===== config.mk =====
export PLATFORM = sky130hd
export DESIGN_NAME = io_ring_pwr_seq
export DESIGN_NICKNAME = d
export VERILOG_FILES = /design/src/rtl/io_ring_pwr_seq.sv
export SDC_FILE = /design/constraint.sdc
export NUM_CORES = 1
export LEC_CHECK = 0
export BUFFER_PORTS_ARGS = -buffer_cell sky130_fd_sc_hd__buf_2
export CAP_MARGIN = 5
export CORE_MARGIN = 1
export CORE_UTILIZATION = 60
export CTS_CLUSTER_DIAMETER = 60
export CTS_CLUSTER_SIZE = 16
export DETAILED_ROUTE_END_ITERATION = 10
export HOLD_SLACK_MARGIN = 0.12
export PLACE_DENSITY_LB_ADDON = 0.15
export SKIP_CTS_REPAIR_TIMING = 1
export SYNTH_ARGS = -nofsm -noshare
export SYNTH_HDL_FRONTEND = slang
export SYNTH_SLANG_ARGS = --single-unit

===== constraint.sdc =====
create_clock -name CLK -period 6.91 [get_ports CLK]
set_input_delay 0.3455 -clock CLK [delete_from_list [all_inputs] [get_ports CLK]]
set_output_delay 0.3455 -clock CLK [all_outputs]
set_load 0.02 [all_outputs]

===== src/rtl/io_ring_pwr_seq.sv =====
// IO-ring power sequencer: enables supply segments one by one after per-step
// delays, waits for each power-good, shuts down in reverse order, traps faults.
module io_ring_pwr_seq #(
    parameter int N_CH  = 4,
    parameter int DLY_W = 8,
    parameter int TMO_W = 12,
    localparam int IW   = (N_CH > 1) ? $clog2(N_CH) : 1
) (
    input  logic             CLK,
    input  logic             RST,
    input  logic             req_on,
    input  logic [N_CH-1:0]  pg_i,
    input  logic [DLY_W-1:0] dly_cfg,
    input  logic [TMO_W-1:0] tmo_cfg,
    input  logic             fault_clr,
    output logic [N_CH-1:0]  en_o,
    output logic             all_on,
    output logic             busy,
    output logic             fault,
    output logic [IW-1:0]    fault_ch
);

    localparam int CW = (DLY_W > TMO_W) ? DLY_W : TMO_W;

    localparam logic [2:0] S_OFF     = 3'd0;
    localparam logic [2:0] S_UP      = 3'd1;
    localparam logic [2:0] S_WAIT_PG = 3'd2;
    localparam logic [2:0] S_ON      = 3'd3;
    localparam logic [2:0] S_DOWN    = 3'd4;
    localparam logic [2:0] S_FAULT   = 3'd5;

    localparam logic [IW-1:0]   IDX_LAST = IW'(N_CH - 1);
    localparam logic [N_CH-1:0] ALL_ONES = {N_CH{1'b1}};

    logic [N_CH-1:0] pg_s1_q, pg_s_q;
    logic [2:0]      state_q, state_d;
    logic [IW-1:0]   idx_q, idx_d;
    logic [CW-1:0]   cnt_q, cnt_d;
    logic [N_CH-1:0] en_q, en_d;
    logic [IW-1:0]   fault_ch_q, fault_ch_d;
    logic            all_on_q, busy_q, fault_q;
    logic [IW-1:0]   drop_idx;
    logic [CW-1:0]   dly_ld, tmo_ld;

    assign dly_ld = CW'(dly_cfg);
    assign tmo_ld = CW'(tmo_cfg);

    // Lowest segment whose power-good has gone away.
    always_comb begin
        drop_idx = '0;
        for (int i = N_CH - 1; i >= 0; i--) begin
            if (!pg_s_q[i]) drop_idx = IW'(i);
        end
    end

    always_comb begin
        state_d    = state_q;
        idx_d      = idx_q;
        cnt_d      = cnt_q;
        en_d       = en_q;
        fault_ch_d = fault_ch_q;
        case (state_q)
            S_OFF: begin
                en_d = '0;
                if (req_on) begin
                    state_d = S_UP;
                    idx_d   = '0;
                    cnt_d   = dly_ld;
                end
            end
            S_UP: begin
                if (!req_on) begin
                    state_d = S_DOWN;
                    cnt_d   = dly_ld;
                end else if (cnt_q != '0) begin
                    cnt_d = cnt_q - 1'b1;
                end else begin
                    en_d[idx_q] = 1'b1;
                    state_d     = S_WAIT_PG;
                    cnt_d       = tmo_ld;
                end
            end
            S_WAIT_PG: begin
                if (!req_on) begin
                    state_d = S_DOWN;
                    cnt_d   = dly_ld;
                end else if (pg_s_q[idx_q]) begin
                    if (idx_q == IDX_LAST) begin
                        state_d = S_ON;
                    end else begin
                        idx_d   = idx_q + 1'b1;
                        cnt_d   = dly_ld;
                        state_d = S_UP;
                    end
                end else if (cnt_q == '0) begin
                    state_d    = S_FAULT;
                    fault_ch_d = idx_q;
                    en_d       = '0;
                end else begin
                    cnt_d = cnt_q - 1'b1;
                end
            end
            S_ON: begin
                // A brown-out outranks a simultaneous power-down request.
                if (pg_s_q != ALL_ONES) begin
                    state_d    = S_FAULT;
                    fault_ch_d = drop_idx;
                    en_d       = '0;
                end else if (!req_on) begin
                    state_d = S_DOWN;
                    idx_d   = IDX_LAST;
                    cnt_d   = dly_ld;
                end
            end
            S_DOWN: begin
                if (cnt_q != '0) begin
                    cnt_d = cnt_q - 1'b1;
                end else begin
                    en_d[idx_q] = 1'b0;
                    if (idx_q == '0) begin
                        state_d = S_OFF;
                    end else begin
                        idx_d = idx_q - 1'b1;
                        cnt_d = dly_ld;
                    end
                end
            end
            S_FAULT: begin
                en_d = '0;
                if (fault_clr && !req_on) state_d = S_OFF;
            end
            default: begin
                state_d = S_OFF;
                en_d    = '0;
            end
        endcase
    end

    always_ff @(posedge CLK or posedge RST) begin
        if (RST) begin
            pg_s1_q    <= '0;
            pg_s_q     <= '0;
            state_q    <= S_OFF;
            idx_q      <= '0;
            cnt_q      <= '0;
            en_q       <= '0;
            fault_ch_q <= '0;
            all_on_q   <= 1'b0;
            busy_q     <= 1'b0;
            fault_q    <= 1'b0;
        end else begin
            pg_s1_q    <= pg_i;
            pg_s_q     <= pg_s1_q;
            state_q    <= state_d;
            idx_q      <= idx_d;
            cnt_q      <= cnt_d;
            en_q       <= en_d;
            fault_ch_q <= fault_ch_d;
            all_on_q   <= (state_d == S_ON);
            busy_q     <= (state_d == S_UP) || (state_d == S_WAIT_PG) || (state_d == S_DOWN);
            fault_q    <= (state_d == S_FAULT);
        end
    end

    assign en_o     = en_q;
    assign all_on   = all_on_q;
    assign busy     = busy_q;
    assign fault    = fault_q;
    assign fault_ch = fault_ch_q;

endmodule


### Word-level counts from Yosys, hierarchy flattened

Cells that the tools add are included.

* $add $sub $neg: 3
* reduce and logical (&&, ||, !) cells: 16
* order comparisons: 2
* equal/unequal tests: 28
* multiplexer cells: 55
* bitwise logic cells: 3

Operator list (count)
* 12-bit two-way mux: 11
* 12-bit case mux with 5 select lines: 1
* 2-bit two-way mux: 17
* 3-bit two-way mux: 11
* 4-bit two-way mux: 7
* 2-bit inequality test, second input constant: 13
* 3-bit case mux with 6 select lines: 1
* 4-bit case mux with 4 select lines: 1
* 7-bit AND reduction: 2
* 3-bit by 2-bit equality test with 1-bit output, second input constant: 4
* 3-bit equality test, second input constant: 4
* 12-bit zero test: 1
* 4-bit inequality test, second input constant: 3
* 12-bit nonzero test: 1
* 12-bit by 1-bit subtractor with 12-bit output, second input constant: 1
* 9-bit AND reduction: 1
* 2-bit case mux with 4 select lines: 1
* 3-bit by 1-bit equality test with 1-bit output, second input constant: 2
* 5-bit AND reduction: 1
* 5-bit nonzero test: 1
* 4-bit bitwise AND: 1
* 4-bit inverter: 1
* 4-bit bitwise OR: 1
* 2-bit case mux with 2 select lines: 1
* other kinds (16): 19

* input bits: 28
* bits in registers: 34

### Depth between registers and ports, before layout

Gate-level depths: netlist of the first run.

* depth in word-level cells: 8
* gate-level depth with buffers: 10
* gate-level depth less buffers: 8

### Worst setup path after synthesis of the first run

Ideal clock, no wire load.

* path type: reg-to-reg
* start: register cnt_q[0]
* end: register fault_ch_q[1] (netlist: fault_ch[1])
* stages on the path, launching flop included: 9
* data arrival time: 2.211 ns
* setup slack: 4.574 ns
* library setup time: 0.125 ns
* path through: dfrtp_1 > inv_1 > ha_1 > or3b_2 > buf_2 > or3_4 > o41ai_2 > nand2b_1 > mux2_4

* cells in the longest elaborated chain, start to end: 3

Ends and longest elaborated chain
* start, declared: RTL line 38 `logic [CW-1:0] cnt_q, cnt_d;`
* start signal, assigned: RTL line 156 `cnt_q <= cnt_d;`
* 12-bit zero test: RTL line 95 `end else if (cnt_q == '0) begin`
* 2-bit inequality test (no source line)
* 5-bit AND reduction (no source line)
* end signal, assigned: RTL line 158 `fault_ch_q <= fault_ch_d;`
* end, declared: RTL line 40 `logic [IW-1:0] fault_ch_q, fault_ch_d;`

No other way between the ends.
A chain may end at the register's enable or synchronous reset.

### Worst setup path in the final report of the first run

* start: register cnt_q[0]
* end: register cnt_q[11]

* cells in the longest elaborated chain, start to end: 5
* elaborated cells on any way between the ends: 13

Ends and longest elaborated chain
* 12-bit by 1-bit subtractor with 12-bit output: RTL line 76, 100, 117
* 12-bit two-way mux: RTL line 95
* 12-bit two-way mux: RTL line 87 `end else if (pg_s_q[idx_q]) begin`
* 12-bit two-way mux: RTL line 84 `if (!req_on) begin`
* 12-bit case mux with 5 select lines: RTL line 62 `case (state_q)`

Parallel ways exist; a longest one is shown, timed or not. The select of a mux whose other input is x is not followed.

==> results.py, run 1 <==
metrics = {
    "run_status": {
        "status": "complete, no violations",
    },
    "worst_setup_path": {
        "crit_slowest_cell": "or3b_2",
        "arrival_ns": 2.98,
        "path_cells": "inv_1, ha_1, or3b_2, or3_4, a21oi_4, a21oi_1, o21a_1, a221o_1",
        "critPathMaxStageDelay_ns": 0.58,
        "start_kind": "flop",
        "crit_required_ns": 7.13,
        "crit_fanout": 13,
        "worst-setup-path-type": "flop to flop",
        "worstSetupEndpointType": "flop",
    },
    "placement": {
        "dpl.hpwl_um": 3470,
        "gp_congestion": 0.875,
        "place_inst": 316,
        "io_buffers": 36,
    },
    "sta": {
        "min_period_ns": 2.77,
        "slew_headroom_pct": 39.7,
        "hold_viol": 0,
        "fmax_mhz": 361,
        "setup_viol": 0,
        "tns_ns": 0,
        "skew_ns": 0.0145,
        "grt_setup_unrepaired": "false",
        "worst_pin_slew_ns": 0.893,
        "final_max_slew_viol_count": 0,
        "fin_crit_sh_pct": 40.1,
    },
    "yosys": {
        "synth_top_family_by_area": "compound AO/OA/AOI/OAI gates",
        "netlist_area_um2": 2200,
        "synth_nets": 280,
        "yosysWarnings": 0,
        "yosysTopAreaCell": "dfrtp_1",
        "yosysSeqAreaShare_pct": 38.7,
        "synth_fa_ha_area_share_pct": 0.569,
        "synthMuxAreaShare_pct": 2.62,
        "ys_async_sr_fraction_pct": 100,
        "synth-compound-area-share_pct": 28.2,
        "netlist_instances": 251,
        "synth_flop_cell": "dfrtp_1",
        "yosysMostFrequentCell": "dfrtp_1",
        "netlist_top_cells_count": "dfrtp_1, nor2_1, nand2_1, a21oi_1, o21ai_0",
        "synth_simple_gate_area_share_pct": 21.3,
        "synth_xor_area_share_pct": 1.99,
        "syn_avg_cell_area_um2": 8.76,
        "synth.distinct_cells": 59,
        "synth.area.top_cells": "dfrtp_1, a21oi_1, nor2_1",
        "synth_seq_cells": 34,
        "synth_edf_count": 0,
        "post-synth-top-area-fraction_pct": 38.7,
    },
    "drt": {
        "vias_per_cell": 6.13,
        "drt_iter0_drc": 187,
        "drtPass1Iterations": 4,
        "vias": 2017,
        "wire_per_inst_um": 15.3,
        "totalWireLength_um": 5020,
        "ant_nets": 0,
        "drc": 0,
    },
    "clocking": {
        "clk_pin_slew_ns": 0.11,
        "clock_path_buffers": 2,
        "tritoncts": "built",
        "cts_root_buffer": "clkbuf_4",
        "cts_sinks": 34,
        "htreeDepth": 2,
        "numCtsBuffers": 5,
        "insertion_delay_ns": 0.34,
    },
    "floorplan": {
        "dieHeight_um": 62.5,
        "start_util_pct": 64.4,
        "dieArea_um2": 3910,
        "fp.coreArea_um2": 3420,
        "die_w_um": 62.5,
        "placementRows": 21,
        "ios": 37,
    },
    "power_and_ir_drop": {
        "p_comb_share_pct": 51.6,
        "power_density_nw_per_um2": 450,
        "p_switching_uw": 494,
        "p_int_uw": 629,
        "power.leakage_nw": 1.08,
        "ir_drop_mv": 0.292,
        "switching_share_pct": 44.0,
        "seq_power_share_pct": 31.3,
        "p_clk_share_pct": 17.1,
    },
    "finish": {
        "multi_input_area_um2": 1200,
        "drive_gt1_share_pct": 23.7,
        "diodes": 0,
        "seq_area_um2": 851,
        "utilization_pct": 73.2,
        "layout.nets": 311,
        "fin_cells": 329,
        "syn_to_final_growth_pct": 13.6,
        "nFillCells": 260,
    },
    "flow_run": {
        "max_cap_violations": 0,
    },
    "global_route": {
        "grt_pass1_wl_um": 8760,
        "grt.total_usage_pct": 28.5,
        "antenna_found_initial": 0,
        "grt-ovfl-total": 0,
        "grt_pass1_vias": 1903,
        "grt_max_degree": 35,
    },
    "hold_path": {
        "hp-class": "input pin to flop",
    },
}
==> path summary, 6_finish.rpt <==
check / cells after the start / slack [ns] / end / start
setup / recovery: 8 / 4.14 / cnt_q[11] / cnt_q[0]
hold / removal: 3 / 0.24 / cnt_q[10] / tmo_cfg[10]
setup reg to reg: 8 / 4.14 / cnt_q[11] / cnt_q[0]
hold reg to reg: 0 / 0.36 / pg_s_q[3] / pg_s1_q[3]
max in group asynchronous: 4 / 5.97 / cnt_q[11] / RST
min in group asynchronous: 4 / 0.64 / en_o[0] / RST
==> worst max-delay path, delay by kind of cell, from the launching register on <==
| family | cells | cell delay, ns |
|---|---|---|
| compound gates | 4 | 0.86 |
| fa+ha+maj | 1 | 0.19 |
| buf+inv | 1 | 0.09 |
| flops | 1 | 0.44 |
| simple gates | 2 | 1.05 |
==> sequential cells by signal, summed over array words and instances, names as in the netlist <==
signal	count
en_o	4
idx_q	2
cnt_q	12
all_on	1
busy	1
fault	1
pg_s1_q	4
fault_ch	2
pg_s_q	4
state_q	3
==> power by group through the flow <==
stage,clock (mW),sequential [mW],combinational [mW]
detailed placement,0,0.351,0.569
floorplan,0,0.313,0.519
global placement,0,0.347,0.560
global route,0.205,0.361,0.652
CTS,0.193,0.348,0.575
finish,0.193,0.351,0.580
==> final cells by class <==
class,instances,area share [%]
Inverter,8,1.20
Clock inverter,2,2.40
Sequential cell,34,34.1
Tap cell,46,2.30
Multi-Input combinational cell,190,48.2
Timing Repair Buffer,43,9.81
Clock buffer,6,2.05
==> cells by family after synthesis <==
group	Yosys count
compound gates	87
flops	34
mux	4
simple gates	93
buf+inv	27
xor+xnor	5
fa+ha+maj	1
==> cells in the final DEF (no fill, tap or decap), types with 2 or more instances in the layout <==
cell type | Yosys | layout
a211oi_1 | 4 | 4
a21oi_1 | 22 | 22
a221oi_2 | 4 | 4
a22o_1 | 2 | 2
a22oi_1 | 2 | 2
a31o_2 | 2 | 2
a31oi_1 | 4 | 4
a32oi_1 | 3 | 3
and2_1 | 2 | 2
buf_2 | 11 | 36
buf_4 | 0 | 2
bufinv_16 | 0 | 2
clkbuf_4 | 0 | 5
dfrtp_1 | 34 | 34
dlygate4sd3_1 | 0 | 5
inv_1 | 8 | 8
mux2i_1 | 2 | 2
nand2_1 | 27 | 27
nand2b_1 | 4 | 4
nand3_1 | 3 | 3
nor2_1 | 28 | 28
nor3_1 | 8 | 8
o21a_1 | 3 | 3
o21ai_0 | 16 | 16
o21ai_1 | 7 | 7
o22ai_1 | 2 | 2
o32ai_1 | 2 | 2
or2_2 | 4 | 4
or4_1 | 4 | 4
xnor2_1 | 4 | 4
==> per-layer routing <==
metal	share of wire (%)	vias up	global-route usage, %
met5	0	-	0
met3	6.2	19	6.39
li1	-	977	-
met2	46	89	41.2
met1	45	932	40.2
met4	2.6	0	14.2
==> per-stage QoR <==
step	hold WS [ns]	setup slack, ns	power, mW	area [um2]
final	0.240	4.14	1.12	2500
after global routing	0.246	3.87	1.22	2500
after CTS	0.100	4.15	1.12	2450
after detailed placement	0.335	4.22	0.920	2340
after global placement	0.332	4.28	0.907	2340
after floorplan	0.331	4.57	0.832	2200
No activity file was read; power rests on OpenSTA's default activity.
==> inputs of run 2 (changes only) <==
--- a/config.mk
+++ b/config.mk
@@ -8,7 +8,7 @@
 export BUFFER_PORTS_ARGS = -buffer_cell sky130_fd_sc_hd__buf_2
 export CAP_MARGIN = 5
 export CORE_MARGIN = 1
-export CORE_UTILIZATION = 60
+export CORE_UTILIZATION = 51
 export CTS_CLUSTER_DIAMETER = 60
 export CTS_CLUSTER_SIZE = 16
 export DETAILED_ROUTE_END_ITERATION = 10
==> constraint.sdc (replaced) <==
create_clock -name CLK -period 2.26 [get_ports CLK]
set_input_delay 0.113 -clock CLK [delete_from_list [all_inputs] [get_ports CLK]]
set_output_delay 0.113 -clock CLK [all_outputs]
set_load 0.02 [all_outputs]
==> results.py, run 2 (synthesis results as in run 1) <==
metrics = {
    "run_status": {
        "status": "finished, violations left",
        "failed_checks": "negative setup slack",
    },
    "sta": {
        "skew_ns": 0.00618,
        "fin_ws_ns": -0.0349,
        "fmax_mhz": 436,
        "tns_ns": -0.0588,
        "setup_viol": 4,
        "hold_slack_ns": 0.111,
        "grt_setup_unrepaired": "true",
        "fin_crit_sh_pct": 102,
        "final_max_slew_viol_count": 0,
        "worst_pin_slew_ns": 0.442,
        "slew_headroom_pct": 70.1,
        "min_period_ns": 2.29,
        "hold_viol": 0,
    },
    "floorplan": {
        "fp.coreArea_um2": 4060,
        "ios": 37,
        "start_util_pct": 54.2,
        "die_w_um": 67.7,
        "dieHeight_um": 67.7,
        "placementRows": 23,
        "dieArea_um2": 4580,
    },
    "finish": {
        "diodes": 0,
        "syn_to_final_growth_pct": 33.0,
        "nFillCells": 297,
        "max_flop_register": "cnt_q",
        "largest_reg_flops": 12,
        "most-common-layout-cells": "buf_2, buf_4, dfrtp_1, nor2_1, nand2_1",
        "layout.nets": 352,
        "final_common_cell": "buf_2",
        "drive_gt1_share_pct": 35.5,
        "seq_area_um2": 851,
        "multi_input_area_um2": 1250,
    },
    "clocking": {
        "htreeDepth": 2,
        "cts_sinks": 34,
        "insertion_delay_ns": 0.29,
        "clk_pin_slew_ns": 0.07,
        "clock_path_buffers": 2,
        "tritoncts": "built",
        "cts_root_buffer": "clkbuf_8",
        "numCtsBuffers": 5,
    },
    "drt": {
        "drtPass1Iterations": 4,
        "vias": 2164,
        "totalWireLength_um": 5690,
        "wire_per_inst_um": 15.2,
        "drc": 0,
        "drt_iter0_drc": 214,
        "ant_nets": 0,
        "vias_per_cell": 5.79,
    },
    "global_route": {
        "grt-ovfl-total": 0,
        "grt.total_usage_pct": 26.1,
        "antenna_found_initial": 0,
        "grt_pass1_vias": 1948,
        "grt_pass1_wl_um": 8900,
        "grt_max_degree": 35,
    },
    "worst_setup_path": {
        "arrival_ns": 2.46,
        "worst-setup-path-type": "flop to flop",
        "r2r_start": "cnt_q[0]",
        "start_kind": "flop",
        "crit_required_ns": 2.43,
        "crit_start": "cnt_q[0]",
        "reg2reg_setup_slack_ns": -0.03,
        "worstSetupEndpointType": "flop",
        "crit_fanout": 6,
    },
    "placement": {
        "gp_congestion": 0.942,
        "io_buffers": 36,
        "dpl.hpwl_um": 3970,
    },
    "flow_run": {
        "max_cap_violations": 0,
    },
    "power_and_ir_drop": {
        "power_density_nw_per_um2": 1400,
        "ir_drop_mv": 0.860,
        "power.leakage_nw": 1.30,
        "p_total_mw": 4.11,
    },
    "hold_path": {
        "hp-class": "input pin to flop",
        "min-delay-start": "tmo_cfg[2]",
    },
}
## run 2: worst max-delay path: stages, from the launching register on
cell and delay, ns:
dfrtp_1 0.40, inv_2 0.06, ha_2 0.16, or3b_4 0.39, or3_4 0.45, a21oi_4 0.24
buf_12 0.15, nor2_1 0.05, a221oi_2 0.19, o21ai_1 0.09
## run 2: power by group
group          internal [mW]  switching (mW)  leakage (nW)
combinational           1.16            1.33         0.815
clock                  0.442           0.235        0.0683
sequential             0.799           0.133         0.417
## run 2: cell type report
cell class / count / area share, %
inverter: 8 / 1.03
timing repair buffer: 83 / 20.3
multi-input combinational: 191 / 42.8
tap: 50 / 2.14
sequential: 34 / 29.1
clock buffer: 5 / 2.35
clock inverter: 3 / 2.35
## run 2: path summary, 6_finish.rpt
| check | end | depth (start not counted) |
|---|---|---|
| min in group asynchronous | idx_q[1] | 4 |
| max in group asynchronous | all_on | 4 |
| hold reg to reg | pg_s_q[0] | 0 |
| setup / recovery | cnt_q[4] | 9 |
| hold / removal | cnt_q[2] | 3 |
| setup reg to reg | cnt_q[4] | 9 |
## run 2: layer usage
| layer | up-vias | global-route usage (%) | wire, um |
|---|---|---|---|
| met5 | - | 0 | 0 |
| met4 | 0 | 6.91 | 70 |
| met3 | 8 | 5.24 | 266 |
| met2 | 71 | 40.1 | 2620 |
| met1 | 1022 | 37.0 | 2730 |
| li1 | 1063 | - | - |
## run 2: stage by stage
stage | std cells | cell area [um2] | util [%] | setup WS [ns]
after floorplan | 251 | 2210 | - | -0.00168
after global placement | 356 | 2660 | 65.4 | 0.0272
after detailed placement | 356 | 2660 | 65.4 | -0.0287
after CTS | 364 | 2790 | 68.8 | -0.0394
after global routing | 374 | 2930 | 72.1 | -0.0943
final | 374 | 2930 | 72.1 | -0.0349
==> inputs of run 3 (changes only) <==
--- a/config.mk
+++ b/config.mk
@@ -5,6 +5,7 @@
 export SDC_FILE = /design/constraint.sdc
 export NUM_CORES = 1
 export LEC_CHECK = 0
+export ABC_AREA = 1
 export BUFFER_PORTS_ARGS = -buffer_cell sky130_fd_sc_hd__buf_2
 export CAP_MARGIN = 5
 export CORE_MARGIN = 1
==> results.py, run 3 <==
metrics = {
    "sta": {
        "hold_viol": 0,
        "grt_setup_unrepaired": "false",
        "skew_ns": 0.0127,
        "min_period_ns": 1.91,
        "setup_viol": 0,
        "fmax_mhz": 522,
        "tns_ns": 0,
        "slew_headroom_pct": 65.1,
        "fin_crit_sh_pct": 84.7,
        "fin_ws_ns": 0.345,
        "worst_pin_slew_ns": 0.521,
        "final_max_slew_viol_count": 0,
    },
    "placement": {
        "pre_cts_slack_ns": 0.350,
        "dpl.hpwl_um": 3780,
        "placed_area_um2": 2470,
        "io_buffers": 36,
        "gp_congestion": 0.971,
    },
    "finish": {
        "layout.nets": 398,
        "largest_reg_flops": 12,
        "max_flop_register": "cnt_q",
        "nFillCells": 374,
        "final_common_cell": "nand2_1",
        "most-common-layout-cells": "nand2_1, inv_1, buf_2, dfrtp_1, nor2_1",
        "syn_to_final_growth_pct": 18.5,
        "diodes": 0,
        "drive_gt1_share_pct": 20.8,
        "design_area_um2": 2670,
    },
    "yosys": {
        "synth.area.top_cells": "dfrtp_1, nand2_1, inv_1",
        "synth_fa_ha_area_share_pct": 0.556,
        "netlist_instances": 322,
        "post-synth-top-area-fraction_pct": 37.8,
        "netlist_area_um2": 2250,
        "synth_edf_count": 0,
        "yosysMostFrequentCell": "nand2_1",
        "synth-compound-area-share_pct": 10.9,
        "synth_top_family_by_area": "simple AND/OR/NAND/NOR gates",
        "synth.distinct_cells": 35,
        "yosysSeqAreaShare_pct": 37.8,
        "synthMuxAreaShare_pct": 0,
        "synth_xor_area_share_pct": 3.12,
        "synth_simple_gate_area_share_pct": 38.8,
        "syn_avg_cell_area_um2": 6.98,
        "synth_seq_cells": 34,
        "netlist_top_cells_count": "nand2_1, inv_1, dfrtp_1, nor2_1, nand3_1",
        "synth_flop_cell": "dfrtp_1",
        "yosysWarnings": 0,
        "yosysTopAreaCell": "dfrtp_1",
        "ys_async_sr_fraction_pct": 100,
        "synth_nets": 351,
    },
    "worst_setup_path": {
        "critPathBufInv": 2,
        "worstSetupEndpointType": "flop",
        "path_delay_family": "simple AND/OR/NAND/NOR gates",
        "reg2reg_setup_slack_ns": 0.35,
        "crit_required_ns": 2.49,
        "r2r_start": "cnt_q[1]",
        "arrival_ns": 2.14,
        "crit_slowest_cell": "nor2_2",
        "crit_top_cell": "nand2_1",
        "rr_worst_depth": 12,
        "crit_fanout": 11,
        "timing.rr.end": "cnt_q[0]",
        "path_cells": "inv_1, ha_1, nand2_2, nor2_4, nand2_4, nor2_2, nand2_1, nand2_1, inv_1, nand2_1, nand2_1, nand3_1",
        "critPathMaxStageDelay_ns": 0.40,
        "start_kind": "flop",
        "worst-setup-path-type": "flop to flop",
    },
    "power_and_ir_drop": {
        "switching_share_pct": 45.9,
        "ir_drop_mv": 0.658,
        "p_switching_mw": 1.48,
        "p_total_mw": 3.23,
        "power_density_nw_per_um2": 1210,
        "power.leakage_nw": 1.45,
        "p_comb_share_pct": 50.2,
        "p_int_mw": 1.75,
        "seq_power_share_pct": 28.6,
        "p_clk_share_pct": 21.2,
    },
    "drt": {
        "wire_per_inst_um": 12.3,
        "vias_per_cell": 5.11,
        "ant_nets": 0,
        "drc": 0,
        "totalWireLength_um": 5160,
        "drt_iter0_drc": 168,
        "vias": 2145,
        "drtPass1Iterations": 4,
    },
    "flow_run": {
        "max_cap_violations": 0,
    },
    "hold_path": {
        "hold-path-endpoint": "cnt_q[7]",
        "hp-class": "input pin to flop",
        "hold_depth": 3,
        "min-delay-start": "dly_cfg[7]",
    },
    "floorplan": {
        "ios": 37,
        "dieHeight_um": 68.4,
        "fp.coreArea_um2": 4120,
        "dieArea_um2": 4680,
        "die_w_um": 68.4,
        "start_util_pct": 54.6,
        "placementRows": 23,
    },
    "clocking": {
        "htreeDepth": 2,
        "clk_pin_slew_ns": 0.07,
        "cts_root_buffer": "clkbuf_8",
        "cts_sinks": 34,
        "tritoncts": "built",
        "numCtsBuffers": 5,
        "insertion_delay_ns": 0.29,
        "clock_path_buffers": 2,
    },
    "global_route": {
        "grt-ovfl-total": 0,
        "grt.total_usage_pct": 25.0,
        "grt_pass1_vias": 1954,
        "antenna_found_initial": 0,
        "grt_max_degree": 35,
        "grt_pass1_wl_um": 8710,
    },
    "run_status": {
        "status": "complete, no violations",
    },
}
run 3: final cells by class:
cell class	instances	area (um2)	area share, %
inverter	42	160	6.01
tap	50	62.6	2.35
multi-input combinational	242	1200	45.0
sequential	34	851	31.9
clock buffer	5	68.8	2.58
clock inverter	3	68.8	2.58
timing repair buffer	44	255	9.58
run 3: metal layers:
layer | vias to the layer above | share of wire [%] | track usage (%)
met5 | - | 0 | 0
met4 | 0 | 0.91 | 7.55
met3 | 4 | 6.1 | 5.50
met2 | 80 | 43 | 37.3
met1 | 957 | 50 | 35.7
li1 | 1104 | - | -
run 3: cell families (layout without fill, tap and decap cells):
| kind of cell | count (synthesis) | in the layout |
|---|---|---|
| compound gates | 40 | 40 |
| xor+xnor | 8 | 8 |
| fa+ha+maj | 1 | 1 |
| buf+inv | 46 | 94 |
| flops | 34 | 34 |
| simple gates | 193 | 193 |
run 3: power groups by stage:
stage / logic (mW) / clock network, mW / registers (mW)
2_1_floorplan: 1.25 / 0 / 0.944
3_3_place_gp: 1.59 / 0 / 0.929
3_5_place_dp: 1.59 / 0 / 0.932
4_1_cts: 1.61 / 0.693 / 0.921
5_1_grt: 1.84 / 0.719 / 0.948
6_report: 1.62 / 0.684 / 0.925
run 3: worst register-to-register path, cell delays in order (launching register included):
cell and delay, ns:
dfrtp_1 0.38, inv_1 0.10, ha_1 0.22, nand2_2 0.10, nor2_4 0.16, nand2_4 0.09, nor2_2 0.40, nand2_1 0.10
nand2_1 0.09, inv_1 0.04, nand2_1 0.04, nand2_1 0.05, nand3_1 0.08
run 3: worst max-delay path by stage:
| stage | startpoint | cells past startpoint | end | slack [ns] |
|---|---|---|---|---|
| after CTS | cnt_q[1] | 12 | cnt_q[0] | 0.32 |
| after floorplan | cnt_q[0] | 12 | cnt_q[7] | 0.66 |
| after global routing | cnt_q[1] | 12 | cnt_q[0] | 0.18 |
| final | cnt_q[1] | 12 | cnt_q[0] | 0.35 |
| after global placement | cnt_q[0] | 12 | cnt_q[5] | 0.45 |
| after detailed placement | cnt_q[1] | 12 | cnt_q[0] | 0.35 |
run 3: through the flow:
step	hold slack, ns	utilization, %	std cells
6_report	0.0942	64.8	420
5_1_grt	0.121	64.8	420
3_3_place_gp	0.221	60.0	406
3_5_place_dp	0.225	60.0	406
2_1_floorplan	0.144	-	322
4_1_cts	-0.0834	63.3	414
